===== config.mk =====
export PLATFORM = sky130hd
export DESIGN_NAME = sample_feeder
export DESIGN_NICKNAME = d
export VERILOG_FILES = /design/src/rtl/sample_feeder_pkg.sv /design/src/rtl/sample_fifo.sv /design/src/rtl/sample_feeder.sv
export SDC_FILE = /design/constraint.sdc
export NUM_CORES = 1
export LEC_CHECK = 0
export ABC_AREA = 1
export BUFFER_PORTS_ARGS = -buffer_cell sky130_fd_sc_hd__buf_2
export CORE_AREA = 3 3 73 75
export DETAILED_ROUTE_END_ITERATION = 10
export DIE_AREA = 0 0 76 78
export PLACE_DENSITY = 0.71
export REMOVE_ABC_BUFFERS = 1
export SLEW_MARGIN = 10
export SYNTH_ARGS = -nofsm -noshare
export SYNTH_HDL_FRONTEND = slang
export SYNTH_SLANG_ARGS = --single-unit

===== constraint.sdc =====
create_clock -name clk -period 2.2 [get_ports clk]
set_input_delay 0.11 -clock clk [delete_from_list [all_inputs] [get_ports clk]]
set_output_delay 0.11 -clock clk [all_outputs]
set_load 0.05 [all_outputs]

===== src/rtl/sample_feeder_pkg.sv =====
// Shared defaults for the NISC input feeder and its sample FIFO.
package sample_feeder_pkg;

  localparam int unsigned FEED_DEPTH = 4;
  localparam int unsigned FEED_GAP   = 16;

endpackage


===== src/rtl/sample_fifo.sv =====
// Small circular sample FIFO with a combinational head and an occupancy count.
module sample_fifo
  import sample_feeder_pkg::*;
#(
  parameter int unsigned n     = 8,
  parameter int unsigned DEPTH = FEED_DEPTH
) (
  input  logic                         clk,
  input  logic                         reset,
  input  logic                         push,
  input  logic                         pop,
  input  logic [n-1:0]                 wdata,
  output logic [n-1:0]                 rdata,
  output logic                         full,
  output logic                         empty,
  output logic [$clog2(DEPTH+1)-1:0]   level
);

  localparam int unsigned AW = $clog2(DEPTH);
  localparam int unsigned PW = AW + 1;
  localparam int unsigned LW = $clog2(DEPTH + 1);

  logic [n-1:0]  mem_q [DEPTH];
  logic [n-1:0]  mem_d [DEPTH];
  logic [PW-1:0] wptr_q, wptr_d;
  logic [PW-1:0] rptr_q, rptr_d;

  // Pointers carry one extra wrap bit so full and empty stay distinguishable.
  always_comb begin
    mem_d  = mem_q;
    wptr_d = wptr_q;
    rptr_d = rptr_q;
    if (push) begin
      mem_d[wptr_q[AW-1:0]] = wdata;
      wptr_d                = wptr_q + PW'(1);
    end
    if (pop) begin
      rptr_d = rptr_q + PW'(1);
    end
  end

  always_ff @(posedge clk) begin
    if (reset) begin
      wptr_q <= '0;
      rptr_q <= '0;
    end else begin
      wptr_q <= wptr_d;
      rptr_q <= rptr_d;
    end
  end

  always_ff @(posedge clk) begin
    mem_q <= mem_d;
  end

  always_comb begin
    level = LW'(wptr_q - rptr_q);
    full  = (level == LW'(DEPTH));
    empty = (wptr_q == rptr_q);
    rdata = mem_q[rptr_q[AW-1:0]];
  end

endmodule


===== src/rtl/sample_feeder.sv =====
// Buffers producer samples and releases them to the CPU inport at a paced rate,
// toggling a phase bit on every release.
module sample_feeder
  import sample_feeder_pkg::*;
#(
  parameter int unsigned n     = 8,
  parameter int unsigned DEPTH = FEED_DEPTH,
  parameter int unsigned GAP   = FEED_GAP
) (
  input  logic                         clk,
  input  logic                         reset,
  input  logic [n-1:0]                 s_data,
  input  logic                         s_valid,
  output logic                         s_ready,
  output logic [n:0]                   inport,
  output logic [$clog2(DEPTH+1)-1:0]   level,
  output logic                         overrun
);

  localparam int unsigned CW = $clog2(GAP + 1);

  logic [n-1:0]  hold_q, hold_d;
  logic          phase_q, phase_d;
  logic [CW-1:0] cnt_q, cnt_d;
  logic          overrun_q, overrun_d;
  logic          released_q, released_d;

  logic          fifo_full, fifo_empty;
  logic [n-1:0]  fifo_head;
  logic          push, pop, due;

  sample_fifo #(
    .n     (n),
    .DEPTH (DEPTH)
  ) u_fifo (
    .clk   (clk),
    .reset (reset),
    .push  (push),
    .pop   (pop),
    .wdata (s_data),
    .rdata (fifo_head),
    .full  (fifo_full),
    .empty (fifo_empty),
    .level (level)
  );

  always_comb begin
    s_ready    = !reset && !fifo_full;
    push       = s_valid && s_ready;
    due        = (cnt_q == '0);
    pop        = due && !fifo_empty;
    hold_d     = hold_q;
    phase_d    = phase_q;
    cnt_d      = (cnt_q == '0) ? '0 : cnt_q - CW'(1);
    overrun_d  = overrun_q;
    released_d = released_q;
    if (pop) begin
      hold_d     = fifo_head;
      phase_d    = !phase_q;
      cnt_d      = CW'(GAP - 1);
      released_d = 1'b1;
    end else if (due && released_q) begin
      // Starvation before the first release is startup, not an overrun.
      overrun_d = 1'b1;
    end
  end

  always_ff @(posedge clk) begin
    if (reset) begin
      hold_q     <= '0;
      phase_q    <= 1'b0;
      cnt_q      <= '0;
      overrun_q  <= 1'b0;
      released_q <= 1'b0;
    end else begin
      hold_q     <= hold_d;
      phase_q    <= phase_d;
      cnt_q      <= cnt_d;
      overrun_q  <= overrun_d;
      released_q <= released_d;
    end
  end

  always_comb begin
    inport  = {phase_q, hold_q};
    overrun = overrun_q;
  end

endmodule

==> results_dict.tcl <==
set metrics [dict create \
    cp_common_cell "inv_1" \
    clock_sink_count 54 \
    ctsHtreeMaxLevel 2 \
    finalSetupViolations 0 \
    rr_worst_depth 9 \
    die_h_um 78 \
    cap_violations 0 \
    critPathKind "reg -> out" \
    gp_congestion 0.882 \
    regToRegSetupSlack_ns 0.15 \
    crit_required_ns 2.09 \
    yosysUniqueCellTypes 27 \
    layout-drive-gt1-share_pct 24.1 \
    ios 25 \
    grt_pass1_wl_um 6640 \
    final_hold_viol_count 0 \
    crit_fanout 5 \
    slew_headroom_pct 68.9 \
    crit_buf_inv 5 \
    totalWireLength_um 3940 \
    fmax_ghz 0.483 \
    fin_nets 286 \
    path_depth 10 \
    cp.arrival_ns 1.96 \
    ys_seq_area_share_pct 59.4 \
    timing.final.crit_share_pct 94.1 \
    clock_skew_ns 0.0102 \
    stdcell_count 333 \
    die_area_mm2 0.00593 \
    overflow 0 \
    slew_violations 0 \
    cp_slowest_cell "fa_1" \
    vias_per_cell 4.67 \
    r2r_end "u_fifo.mem_q[13]$_DFFE_PP_" \
    first_iter_violations 49 \
    power_density_mw_per_mm2 1160 \
    portBuffers 24 \
    cp_slowest_stage_delay_ns 0.53 \
    dp_hpwl_um 2950 \
    grt_max_degree 20 \
    detail_route.first_pass.iterations 4 \
    clk_pin_slew_ns 0.09 \
    synth_warnings 0 \
    worst_pin_slew_ns 0.462 \
    cts_tree "built" \
    antenna_found_initial 0 \
    drtAntennaViolNets 0 \
    cp-start-kind "flop" \
    min_path_type "in -> reg" \
    vdd_drop_max_mv 0.535 \
    vias 1555 \
    status "completed" \
    cts_buffer_depth 2 \
    core-area_mm2 0.00472 \
    initial_core_util_pct 49.9 \
    drc 0 \
    holdPathEnd "u_fifo.mem_q[17]$_DFFE_PP_" \
    postLayoutCoreUtil_pct 56.5 \
    synth.avg_cell_area_um2 10.1 \
    netlist_area_mm2 0.00236 \
    grt_use_total_pct 14.1 \
    cp_top_family "adder cells" \
    synth_cells 233 \
    power_leakage_nw 1.09 \
    placementRows 25 \
    hold_slack_ns 0.0322 \
    diodes 0 \
    hold_path_depth 1 \
    dp_cells 323 \
    wl_per_cell_um 11.8 \
    cp_cell_sequence "inv_1, ha_2, fa_1, nand2_1, inv_1, nand3_2, buf_6, nand2_1, inv_1, buf_6" \
    die_w_um 76 \
    min_from "s_data[1]" \
    first_global_vias 1472 \
    cp-end-kind "primary output" \
    fillers 413 \
    period_minus_slack_ns 2.07 \
    rsz0062_at_grt "no" \
    ys_ff_latch 54 \
    clockRootBuffer "clkbuf_8" \
    clk_latency_ns 0.30 \
    areaGrowthSynthToFinish_pct 13.3 \
    numCtsBuffers 5 \
    reg2reg_from "u_fifo.wptr_q[0]$_SDFFE_PP0P_" \
]
-- state kept, by name, indices dropped and copies added (netlist names) --
| register | count |
|---|---|
| u_fifo.mem_q | 32 |
| overrun | 1 |
| phase_q | 1 |
| released_q | 1 |
| u_fifo.wptr_q | 3 |
| u_fifo.rptr_q | 3 |
| cnt_q | 5 |
| hold_q | 8 |
-- power by group --
group	internal (mW)	switching, mW
Sequential	1.25	0.0783
Combinational	0.387	0.871
Clock	0.227	0.298
-- metal layers --
layer	part of all wire (%)	track usage (%)
met5	0	0
met4	0.91	5.25
met2	45	23.0
met1	50	17.8
met3	3.7	4.06
-- cells by family after synthesis --
group,count (synthesis),synth area share [%]
flops,54,59.4
buf+inv,31,6.47
fa+ha+maj,10,5.63
compound gates,44,10.9
simple gates,91,16.5
xor+xnor,3,1.11
-- cells in the mapped netlist --
master | number | share of area [%]
inv_1 | 17 | 2.7
o21ai_1 | 2 | 0.42
dfxtp_1 | 22 | 19
edfxtp_1 | 32 | 41
nand2_1 | 37 | 5.9
inv_2 | 4 | 0.64
a21oi_2 | 9 | 3.3
nor2_1 | 38 | 6.1
xor2_1 | 2 | 0.74
o21ai_0 | 30 | 6.4
buf_2 | 1 | 0.21
buf_4 | 5 | 1.6
fa_1 | 1 | 0.85
nor2_2 | 1 | 0.27
nand2_2 | 3 | 0.80
xnor2_1 | 1 | 0.37
nand3_1 | 7 | 1.5
clkbuf_1 | 1 | 0.16
clkbuf_2 | 1 | 0.21
nand3_2 | 2 | 0.85
nand3b_1 | 1 | 0.32
a21oi_1 | 2 | 0.42
o21bai_1 | 1 | 0.32
buf_6 | 2 | 0.96
and2_1 | 1 | 0.27
ha_1 | 9 | 4.8
nand4_2 | 1 | 0.53
-- cell usage in the layout (no fill, tap or decap) --
cell type / count
nor2_1: 38
nand2_1: 37
edfxtp_1: 32
o21ai_0: 30
buf_2: 23
dfxtp_1: 21
inv_1: 17
buf_4: 10
a21oi_2: 9
ha_1: 8
nand3_1: 7
clkbuf_8: 5
inv_2: 4
nand2_2: 3
nand3_2: 2
xor2_1: 2
a21oi_1: 2
o21ai_1: 2
buf_6: 2
nand3b_1: 1
and2_1: 1
nand4_2: 1
nor2_2: 1
o21bai_1: 1
xnor2_1: 1
fa_1: 1
ha_2: 1
inv_6: 1
clkinv_2: 1
clkbuf_1: 1
dfxtp_2: 1
-- worst max-delay path by stage --
stage | from | end | slack, ns
after global routing | u_fifo.wptr_q[0]$_SDFFE_PP0P_ | s_ready | 0.02
final | u_fifo.wptr_q[0]$_SDFFE_PP0P_ | s_ready | 0.13
after global placement | u_fifo.wptr_q[0]$_SDFFE_PP0P_ | u_fifo.mem_q[28]$_DFFE_PP_ | 0.22
after CTS | u_fifo.wptr_q[0]$_SDFFE_PP0P_ | s_ready | 0.04
after detailed placement | u_fifo.wptr_q[0]$_SDFFE_PP0P_ | u_fifo.mem_q[25]$_DFFE_PP_ | 0.14
after floorplan | u_fifo.rptr_q[0]$_SDFFE_PP0P_ | u_fifo.mem_q[10]$_DFFE_PP_ | -0.11
-- area by class of cell --
type	instances	area, um2	area share, %
Clock buffer	6	72.6	2.72
Clock inverter	2	13.8	0.515
Inverter	21	78.8	2.95
Multi-Input combinational cell	148	806	30.2
Sequential cell	54	1400	52.5
Tap cell	67	83.8	3.14
Timing Repair Buffer	35	213	7.97
-- metrics by stage --
step / worst slack, ns / TNS, ns / total power [mW] / instance area (um2)
2_1_floorplan: -0.108 / -3.17 / 2.28 / 2280
3_3_place_gp: 0.218 / 0 / 2.58 / 2550
3_5_place_dp: 0.143 / 0 / 2.60 / 2550
4_1_cts: 0.0401 / 0 / 3.13 / 2650
5_1_grt: 0.0163 / 0 / 3.34 / 2670
6_report: 0.131 / 0 / 3.11 / 2670
-- what timing repair did --
action / 4_1_cts / 5_1_grt
hold buffers: 0 / 0
pin swaps: 0 / 1
setup buffers: 1 / 1
resized for setup: 2 / 3
endpoints found under the setup margin: 1 / 1
(Power assumes the default switching activity.)
